[src/rtl/stream_delay_line_pkg.sv]
// -----------------------------------------------------------------------------
// stream_delay_line_pkg
// Shared helpers for the stream delay line:
//   delay_width(max_depth)  width needed to hold a depth/count of 0..max_depth
//   sat_delay(req, max)     clamps a requested depth to the physical stage count
// -----------------------------------------------------------------------------
package stream_delay_line_pkg;

  // Width of the depth and occupancy fields; both range over 0..max_depth.
  function automatic int delay_width(input int max_depth);
    return $clog2(max_depth + 1);
  endfunction

  // Requests beyond the number of physical stages are clamped to the maximum.
  function automatic int sat_delay(input int req, input int max_depth);
    return (req > max_depth) ? max_depth : req;
  endfunction

endpackage

[src/rtl/stream_delay_stage.sv]
// -----------------------------------------------------------------------------
// stream_delay_stage
// One slot of the delay line: a payload register plus its valid bit.
// Ports:
//   clk_i    clock
//   rst_i    synchronous active-high reset (clears valid and payload)
//   clear_i  drop the held beat (valid only; payload is kept)
//   load_i   stage accepts this cycle: take valid/data from the source
//   valid_i  source valid (previous stage or the stream input)
//   data_i   source payload
//   valid_o  held valid
//   data_o   held payload
// -----------------------------------------------------------------------------
module stream_delay_stage #(
  parameter type dtype = logic
) (
  input  logic clk_i,
  input  logic rst_i,
  input  logic clear_i,
  input  logic load_i,
  input  logic valid_i,
  input  dtype data_i,
  output logic valid_o,
  output dtype data_o
);

  logic valid_q, valid_d;
  dtype data_q, data_d;

  // A load copies the source slot, including an empty one; that is how
  // bubbles move forward and get squeezed out behind a stalled head.
  // Clear wins over load so a flush or deactivation always empties the slot.
  always_comb begin
    valid_d = valid_q;
    data_d  = data_q;
    if (load_i) begin
      valid_d = valid_i;
      data_d  = data_i;
    end
    if (clear_i) begin
      valid_d = 1'b0;
    end
  end

  always_ff @(posedge clk_i) begin
    if (rst_i) begin
      valid_q <= 1'b0;
      data_q  <= '0;
    end else begin
      valid_q <= valid_d;
      data_q  <= data_d;
    end
  end

  assign valid_o = valid_q;
  assign data_o  = data_q;

endmodule

[src/rtl/stream_delay_line.sv]
// -----------------------------------------------------------------------------
// stream_delay_line
// Stallable valid/ready delay line with a runtime depth D in 0..MaxDepth.
// D = 0 is a combinational pass-through; otherwise the output is stage D-1
// and a combinational ready chain lets bubbles collapse under backpressure.
//
// Parameters: dtype (payload type), MaxDepth (physical stages, >= 1),
//             DefaultDepth (depth after reset, <= MaxDepth).
// Ports:
//   clk_i, rst_i       clock, synchronous active-high reset
//   flush_i            drop every beat in flight, stall both sides this cycle
//   delay_i / delay_o  requested depth / depth currently applied
//   valid_i, ready_o, data_i   upstream handshake
//   valid_o, ready_i, data_o   downstream handshake
//   empty_o, count_o           occupancy (registered state)
//
// Build option: define STREAM_DELAY_LINE_COUNT_EN to add an up/down beat
// counter driving count_o and empty_o. Without it count_o is zero and
// empty_o is derived from the stage valid bits.
// -----------------------------------------------------------------------------
module stream_delay_line
  import stream_delay_line_pkg::*;
#(
  parameter type dtype        = logic,
  parameter int  MaxDepth     = 4,
  parameter int  DefaultDepth = 2,
  localparam int DelayWidth   = delay_width(MaxDepth)
) (
  input  logic                  clk_i,
  input  logic                  rst_i,
  input  logic                  flush_i,
  input  logic [DelayWidth-1:0] delay_i,
  output logic [DelayWidth-1:0] delay_o,
  input  logic                  valid_i,
  output logic                  ready_o,
  input  dtype                  data_i,
  output logic                  valid_o,
  input  logic                  ready_i,
  output dtype                  data_o,
  output logic                  empty_o,
  output logic [DelayWidth-1:0] count_o
);

  logic [DelayWidth-1:0] depth_q, depth_d;
  logic [MaxDepth-1:0]   valid_q;
  logic [MaxDepth-1:0]   active;
  logic [MaxDepth-1:0]   accept;
  dtype                  data_q [MaxDepth];
  logic                  sel_valid;
  dtype                  sel_data;
  logic                  in_xfer;

  // Stages at or beyond the current depth are held empty.
  always_comb begin
    for (int k = 0; k < MaxDepth; k++) begin
      active[k] = (k < int'(depth_q));
    end
  end

  // Ready chain, walked from the output back toward the input: a stage can
  // take a beat if it is empty or everything ahead of it moves. Inactive
  // stages leave the chain at ready_i, so with D = 0 accept[0] is ready_i.
  always_comb begin : p_accept
    logic chain;
    chain = ready_i;
    for (int k = MaxDepth - 1; k >= 0; k--) begin
      if (active[k]) begin
        chain = ~valid_q[k] | chain;
      end
      accept[k] = chain;
    end
  end

  for (genvar k = 0; k < MaxDepth; k++) begin : g_stage
    logic src_valid;
    dtype src_data;

    if (k == 0) begin : g_head
      assign src_valid = valid_i;
      assign src_data  = data_i;
    end else begin : g_body
      assign src_valid = valid_q[k-1];
      assign src_data  = data_q[k-1];
    end

    stream_delay_stage #(
      .dtype (dtype)
    ) u_stage (
      .clk_i   (clk_i),
      .rst_i   (rst_i),
      .clear_i (flush_i | ~active[k]),
      .load_i  (accept[k]),
      .valid_i (src_valid),
      .data_i  (src_data),
      .valid_o (valid_q[k]),
      .data_o  (data_q[k])
    );
  end

  // Output select: the input itself when D = 0, otherwise stage D-1.
  always_comb begin
    sel_valid = 1'b0;
    sel_data  = '0;
    if (depth_q == '0) begin
      sel_valid = valid_i;
      sel_data  = data_i;
    end else begin
      for (int k = 0; k < MaxDepth; k++) begin
        if (int'(depth_q) == k + 1) begin
          sel_valid = valid_q[k];
          sel_data  = data_q[k];
        end
      end
    end
  end

  // Flush stalls both handshakes so nothing is accepted or emitted while
  // the stages are being emptied.
  assign ready_o = ~flush_i & accept[0];
  assign valid_o = ~flush_i & sel_valid;
  assign data_o  = sel_data;
  assign delay_o = depth_q;
  assign in_xfer = valid_i & ready_o;

`ifdef STREAM_DELAY_LINE_COUNT_EN
  logic                  out_xfer;
  logic [DelayWidth-1:0] count_q, count_d;

  assign out_xfer = valid_o & ready_i;

  // Simultaneous in and out transfers leave the occupancy unchanged.
  always_comb begin
    count_d = count_q;
    if (in_xfer && !out_xfer) begin
      count_d = count_q + DelayWidth'(1);
    end else if (!in_xfer && out_xfer) begin
      count_d = count_q - DelayWidth'(1);
    end
    if (flush_i) begin
      count_d = '0;
    end
  end

  always_ff @(posedge clk_i) begin
    if (rst_i) begin
      count_q <= '0;
    end else begin
      count_q <= count_d;
    end
  end

  assign count_o = count_q;
  assign empty_o = (count_q == '0);
`else
  assign count_o = '0;
  assign empty_o = ~|valid_q;
`endif

  // The depth only changes while nothing is in flight and no beat enters,
  // so a beat never sees two different depths.
  always_comb begin
    depth_d = depth_q;
    if (empty_o && !in_xfer) begin
      depth_d = DelayWidth'(sat_delay(int'(delay_i), MaxDepth));
    end
  end

  always_ff @(posedge clk_i) begin
    if (rst_i) begin
      depth_q <= DelayWidth'(DefaultDepth);
    end else begin
      depth_q <= depth_d;
    end
  end

endmodule

[config.mk]
export PLATFORM = sky130hd
export DESIGN_NAME = stream_delay_line
export DESIGN_NICKNAME = d
export VERILOG_FILES = /design/src/rtl/stream_delay_line_pkg.sv /design/src/rtl/stream_delay_stage.sv /design/src/rtl/stream_delay_line.sv
export SDC_FILE = /design/constraint.sdc
export NUM_CORES = 1
export LEC_CHECK = 0
export CORE_MARGIN = 4
export CORE_UTILIZATION = 35
export CTS_CLUSTER_SIZE = 12
export DETAILED_ROUTE_END_ITERATION = 7
export PLACE_DENSITY = 0.58
export SYNTH_ARGS = -nofsm -noshare
export SYNTH_HDL_FRONTEND = slang
export SYNTH_SLANG_ARGS = --single-unit
[constraint.sdc]
create_clock -name clk_i -period 1.7 [get_ports clk_i]
set_input_delay 0.34 -clock clk_i [delete_from_list [all_inputs] [get_ports clk_i]]
set_output_delay 0.34 -clock clk_i [all_outputs]
set_load 0.005 [all_outputs]
Yosys cells after proc, flatten, opt, wreduce, memory -nomap -nowiden
Index checks and enable logic that the tools add are counted.

operators by class
  magnitude comparators = 5
  equal/unequal tests = 4
  multiplexer cells = 15
  bitwise operators = 20
  reductions and logical operators = 9

operators by type and width
  cell                number
  $mux 1              14
  $eq 3x3->1 const B  3
  $not 1->1           9
  $or 1x1->1          8
  $reduce_or 2->1     4
  $lt 1x3->1 const A  2
  $lt 2x3->1 const A  2
  $reduce_or 4->1     1
  $and 1x1->1         3
  $eq 3x2->1 const B  1
  $gt 3x3->1 const B  1
  $logic_not 3->1     1
  $mux 3              1
  $logic_not 1->1     2
  $logic_and 1x1->1   1

word-level totals
  register bits after elaboration = 11
  bits of input ports = 9
  output and inout port bits = 10

Logic depth before layout (Yosys ltp)
Gate-level depths: netlist of the first run.

  depth after elaboration = 13
  gate-level depth with buffers = 5
  mapped depth without buffers = 4

Cells and area by module
From an unflattened synthesis of the first run, not the netlist that was laid out.

second synthesis, totals
  cell total of the unflattened synthesis = 76
  area, all modules = 719.4 µm²

by module, submodules not included
  module              instances  cells each  area an instance (µm²)  seq. area each (µm²)
  stream_delay_line   1          52          424.2                   60.1
  stream_delay_stage  4          6           73.8                    40.0

Least setup slack after synthesis of the first run
OpenSTA, ideal clock, no wires.

  kind = flip-flop to output port
  start point = register depth_q[0], in the netlist delay_o[0]
  end point = output port data_o
  arrival = 1.066 ns
  required time = 1.360 ns
  path slack = 0.294 ns
  stages on the path, launching flop included = 5
  path through = dfxtp_1 > buf_6 > mux4_2 > inv_1 > o21ai_1

on the way
  longest elaborated chain between the ends = 6
  elaborated cells between the ends (all ways) = 10
  those cells by class = 4 x eq/ne; 5 x mux; 1 x reduce/logical

RTL lines
  element                 RTL line                  RTL
  start, declared         stream_delay_line.sv:44   logic [DelayWidth-1:0] depth_q, depth_d;
  start signal, assigned  stream_delay_line.sv:170  depth_q <= DelayWidth'(DefaultDepth);
  start signal, assigned  stream_delay_line.sv:172  depth_q <= depth_d;
  $eq 3x2->1              stream_delay_line.sv:109  if (int'(depth_q) == k + 1) begin
  $mux 1 (4 in a row)     stream_delay_line.sv:109
  $mux 1 (*)              stream_delay_line.sv:104  if (depth_q == '0) begin
  end, declared           stream_delay_line.sv:39   output dtype data_o,

Mark *: on every way between the ends. The rest lies on a longest branch, timed or not.

Worst setup path in the final report of the first run
  start point = register depth_q[1], in the netlist delay_o[1]
  end point = output port data_o

Same word-level chain as after synthesis.

==> impl_metrics.csv, run 1 <==
group,metric,value,unit
clock_network,cts_root_buf,"clkbuf_4",
worst_setup_path,cp.arrival,1390,ps
yosys,yosys_warnings,0,
die,start_util,36.7,%
yosys,ys_ff_latch,11,
worst_setup_path,cp-start-kind,"flop",
sta,max_freq,578,MHz
worst_setup_path,reg2reg_slack,200,ps
worst_setup_path,path_class,"flop to output port",
global_routing,grt_overflow_total,0,
yosys,syn_area_per_cell,8.99,sq um
detailed_routing,vias_per_cell,4.74,
global_routing,grt_max_degree,9,
die,core.rowCount,16,
global_routing,grt_pass1_vias,695,
detailed_routing,drc,0,
sta,drv_slew,0,
clock_network,cts_buffer_depth,2,
global_routing,grt_antenna_before_repair,0,
final_layout,layout_commonest_cell,"buf_4",
worst_hold_path,worstHoldPathType,"flop to flop",
job,maxCapViolations,0,
detailed_routing,wl_per_cell,12.6,microns
final_layout,area_growth,59.1,%
final_layout,antenna_cells,0,
sta,finalHoldViolCount,0,
worst_setup_path,required,1360,ps
die,io_pins,19,
detailed_routing,wirelength,1890,microns
sta,setup_viol,1,
die,die_area,0.00285,sq mm
placement,portBuffers,15,
worst_setup_path,cpPeakStageDelay,360,ps
final_layout,final_cell_mix,"25 x buf_4, 9 x clkdlybuf4s50_1, 8 x nor2_1, 8 x a21oi_1, 7 x dfxtp_1",
placement,dp_slack,-429,ps
final_layout,layout.nets,133,
worst_setup_path,timing.critical_path.slowest_stage_cell,"dfxtp_4",
clock_network,path_clk_slew,80,ps
clock_network,clock-sinks,11,
run_status,outcome,"finished with violations",
sta,fin_ws,-29.0,ps
clock_network,clock_latency,260,ps
yosys,synth-seq-area-share,30.6,%
die,fp.dieH,53.3,microns
pwr,leakage,0.481,nW
die,core-area,0.00196,sq mm
final_layout,drive_gt1_share,46.3,%
detailed_routing,ant_nets,0,
worst_hold_path,hold-path-cell-count,2,
clock_network,htree_levels,1,
worst_setup_path,r2r-end,"g_stage[0].u_stage.data_o",
detailed_routing,num_vias,711,
global_routing,grt_use_total,15.2,%
clock_network,numCtsBuffers,3,
detailed_routing,dr.first_iter.drc_count,18,
clock_network,ctsHoldBuffers,0,
worst_setup_path,ff2ff_path_depth,8,
worst_setup_path,crit_chain,"buf_8, buf_6, mux4_2, inv_2, o21ai_2, buf_2",
worst_hold_path,hold_start,"g_stage[0].u_stage.data_o",
run_status,violations,"negative setup slack",
detailed_routing,first_pass_iters,4,
yosys,synthesis.area,719,sq um
yosys,synth.distinct_cells,30,
clock_network,cts_tree,"done",
placement,place_hpwl,1350,microns
sta,period_share,102,%
worst_hold_path,holdPathEnd,"g_stage[1].u_stage.data_o",
worst_setup_path,worst_setup_path_end_kind,"output port",
worst_setup_path,crit_fanout,5,
pwr,powerDensity,641,mW/mm^2
global_routing,grt_pass1_wl,3130,microns
sta,period_minus_slack,1730,ps
sta,fin_skew,7.02,ps
sta,rsz0062_at_grt,"yes",
sta,finalSetupTns,-29.0,ps
worst_setup_path,worstReg2RegStart,"delay_o[2]",
die,fp.dieW,53.3,microns
final_layout,nFillCells,186,
pwr,peakVddDrop,0.000341,V
yosys,postSynthCellCount,80,
placement,gp_congestion,0.847,
==> worst max-delay path, delay by kind of cell, from the launching register on <==
family	cells	cell delay, ps
buffers and inverters	4	430
flip-flops	1	360
multiplexers	1	280
AO/OA/AOI/OAI	1	40
==> through the flow <==
stage	cells	utilization, %	instance area, sq um	total power [mW]	hold WS [ps]
detailed placement	135	50.6	992	0.511	466
global placement	135	50.6	992	0.510	457
finish	150	58.4	1140	0.734	471
floorplan	82	-	727	0.410	411
global route	150	58.4	1140	0.778	493
CTS	148	56.6	1110	0.723	475
==> routing by layer <==
metal	global-route usage [%]	part of all wire, %	vias to the layer above
met1	20.3	48	332
met3	2.54	2.7	2
li1	-	-	363
met5	0	0	-
met4	5.11	0.95	0
met2	24.3	48	14
==> flip-flops by register name, indices dropped and copies added (netlist names) <==
register / flops
g_stage.u_stage.data_o: 4
g_stage.u_stage.valid_o: 4
delay_o: 3
==> cell usage after synthesis <==
master / count / area (sq um)
nor4_4: 1 / 21.3
a21bo_2: 1 / 10.0
or2b_1: 1 / 7.51
nand3b_1: 3 / 22.5
nand2_1: 2 / 7.51
o21ai_2: 1 / 8.76
nor4_1: 1 / 6.26
nor2_1: 10 / 37.5
nor3_2: 1 / 10.0
o21ai_1: 3 / 15.0
o21ai_4: 1 / 16.3
a21oi_1: 10 / 50.1
and4_1: 1 / 8.76
o21bai_2: 1 / 11.3
nand3_1: 2 / 10.0
and3_2: 1 / 7.51
inv_1: 5 / 18.8
dfxtp_1: 11 / 220
nand2b_1: 3 / 18.8
nand4_4: 1 / 21.3
mux4_2: 1 / 22.5
nor4b_1: 1 / 8.76
buf_2: 1 / 5.00
conb_1: 1 / 3.75
mux2i_1: 6 / 60.1
buf_4: 5 / 37.5
buf_6: 1 / 11.3
nor4_2: 2 / 25.0
or2b_2: 1 / 8.76
a211oi_1: 1 / 7.51
==> cell type report <==
cell class	count	area (sq um)	area share [%]
Multi-Input combinational cell	59	464	40.5
Tap cell	27	33.8	2.95
Timing Repair Buffer	44	369	32.2
Clock buffer	4	26.3	2.30
Sequential cell	11	233	20.3
Inverter	5	18.8	1.64
==> worst max-delay path by stage <==
stage	start	to	slack, ps
after floorplan	delay_o[0]	data_o	290
after detailed placement	data_i	data_o	-430
final	delay_o[1]	data_o	-30
after CTS	delay_o[0]	data_o	-30
after global routing	delay_o[0]	data_o	-80
after global placement	data_i	data_o	-390
==> kinds of logic (layout without fill, tap and decap cells) <==
logic type	after synthesis	in the layout	share of synthesized area, %
AND/OR/NAND/NOR	31	31	30.8
AO/OA/AOI/OAI	18	18	16.5
buffers and inverters	12	53	10.1
flip-flops	11	11	30.6
multiplexers	7	7	11.5
other	1	3	0.521
==> power breakdown <==
group / internal, mW / switching [mW]
Combinational: 0.157 / 0.113
Clock: 0.0906 / 0.0873
Sequential: 0.270 / 0.0156
==> timing repair <==
item,CTS,global route
resized for setup,29,7
setup buffers,9,2
pin swaps,6,7
endpoints found under the setup margin,7,4
Power figures use the tool's default switching activity.
==> inputs of run 2 (changes only) <==
Settings changed: CELL_PAD_IN_SITES_DETAIL_PLACEMENT from default to 1, CELL_PAD_IN_SITES_GLOBAL_PLACEMENT from default to 1, CORE_UTILIZATION 35 to 34, PLACE_DENSITY 0.58 to 0.73.
==> run 2 against run 1 <==
- the flow still finishes with violations (negative setup slack)
- global-route usage rose by 4.2 points
- first-iteration DRC count is 39% lower
- sequential share of layout area shrank 0.43 points
- worst hold slack worse by 64 ps
- clock power increased by 6%
- highest routed layer unchanged
==> impl_metrics.csv, run 2 (same netlist as run 1, synthesis figures left out) <==
group,metric,value,unit
sta,fin_ws,-59.9,ps
placement,portBuffers,15,
final_layout,antenna_cells,0,
worst_setup_path,cp-start-kind,"flop",
final_layout,final_cell_mix,"30 x buf_4, 9 x nor2_1, 8 x a21oi_1, 8 x clkdlybuf4s50_1, 7 x dfxtp_1",
worst_setup_path,cp.arrival,1420,ps
job,maxCapViolations,0,
worst_setup_path,cpPeakStageDelay,520,ps
worst_setup_path,timing.critical_path.slowest_stage_cell,"mux4_2",
pwr,powerDensity,651,mW/mm^2
clock_network,path_clk_slew,70,ps
sta,rsz0062_at_grt,"yes",
global_routing,grt_use_total,19.4,%
global_routing,grt_antenna_before_repair,0,
die,fp.dieW,54,microns
clock_network,cts_root_buf,"clkbuf_4",
clock_network,ctsHoldBuffers,0,
run_status,outcome,"finished with violations",
detailed_routing,num_vias,735,
global_routing,grt_max_degree,7,
placement,place_hpwl,1660,microns
detailed_routing,first_pass_iters,4,
clock_network,htree_levels,1,
clock_network,clock-sinks,11,
detailed_routing,vias_per_cell,4.77,
die,start_util,36.3,%
global_routing,grt_overflow_total,0,
sta,period_share,104,%
worst_setup_path,worst_setup_path_end_kind,"output port",
clock_network,numCtsBuffers,3,
final_layout,layout.nets,137,
pwr,peakVddDrop,0.000352,V
final_layout,area_growth,62.6,%
placement,place_area,0.00103,sq mm
run_status,violations,"negative setup slack",
final_layout,layout_commonest_cell,"buf_4",
sta,setup_viol,2,
worst_setup_path,required,1360,ps
worst_hold_path,worstHoldPathType,"input pin to flop",
detailed_routing,ant_nets,0,
pwr,leakage,0.507,nW
detailed_routing,dr.first_iter.drc_count,11,
sta,finalSetupTns,-76.0,ps
pwr,finalPower,0.762,mW
worst_setup_path,crit_chain,"mux4_2, inv_2, o21ai_1, clkbuf_2",
clock_network,cts_buffer_depth,2,
detailed_routing,wl_per_cell,15.5,microns
worst_setup_path,cp_num_buf_inv,2,
sta,period_minus_slack,1760,ps
die,core-area,0.00198,sq mm
sta,fin_skew,0.722,ps
clock_network,clock_latency,270,ps
worst_setup_path,crit_fanout,5,
sta,max_freq,568,MHz
sta,finalHoldViolCount,0,
worst_setup_path,path_class,"flop to output port",
final_layout,drive_gt1_share,47.2,%
detailed_routing,wirelength,2390,microns
final_layout,final_area,0.00117,sq mm
global_routing,grt_pass1_vias,789,
die,io_pins,19,
placement,gp_congestion,0.791,
worst_setup_path,path_delay_family,"multiplexers",
clock_network,cts_tree,"done",
die,fp.dieH,54,microns
global_routing,grt_pass1_wl,3850,microns
die,core.rowCount,16,
sta,drv_slew,0,
detailed_routing,drc,0,
die,die_area,0.00292,sq mm
[run 2: worst min-delay path, cell delays in order]
cell and delay, ps:
dlymetal6s2s_1 100, o21ai_1 100, a21oi_2 110
[run 2: timing repair]
item	CTS	global route
gates resized for setup	24	8
buffers inserted	8	3
pin swaps	5	5
endpoints found under the hold margin	0	0
endpoints found under the setup margin	7	5
[run 2: per-layer routing]
layer	global-route usage, %	share of wire, %	routed length (microns)	vias up
li1	-	-	-	369
met1	25.8	49	1170	351
met2	30.8	46	1110	11
met3	2.49	2.4	57	4
met4	8.71	1.9	46	0
met5	0	0	0	-
[run 2: final timing paths]
| check | startpoint | endpoint | slack (ps) | cells after the start |
|---|---|---|---|---|
| setup / recovery | delay_o[0] | data_o | -60 | 4 |
| hold reg to reg | g_stage[1].u_stage.data_o | g_stage[1].u_stage.data_o | 490 | 2 |
| hold / removal | data_i | g_stage[0].u_stage.data_o | 410 | 3 |
| setup reg to reg | delay_o[1] | g_stage[0].u_stage.data_o | 90 | 9 |
[run 2: final cells by class]
cell class              count  area (sq um)
clock buffers               4          26.3
fillers                   244           812
inverters                   5          18.8
multi-input cells          59           465
flip-flops and latches     11           233
well taps                  27          33.8
repair buffers             48           393
[run 2: per-stage QoR]
stage          utilization, %  hold WS [ps]  std cells  setup slack, ps
2_1_floorplan               -           411         82              294
3_3_place_gp             52.0           458        140             -386
3_5_place_dp             52.0           472        140             -434
4_1_cts                  57.3           483        152             -189
5_1_grt                  59.0           421        154             -111
6_report                 59.0           408        154            -59.9
[run 2: power by group]
group,internal (mW),leakage [nW],switching (mW)
clock network,0.0910,0.0150,0.0967
logic,0.166,0.400,0.121
registers,0.270,0.0920,0.0169
total,0.528,0.507,0.234
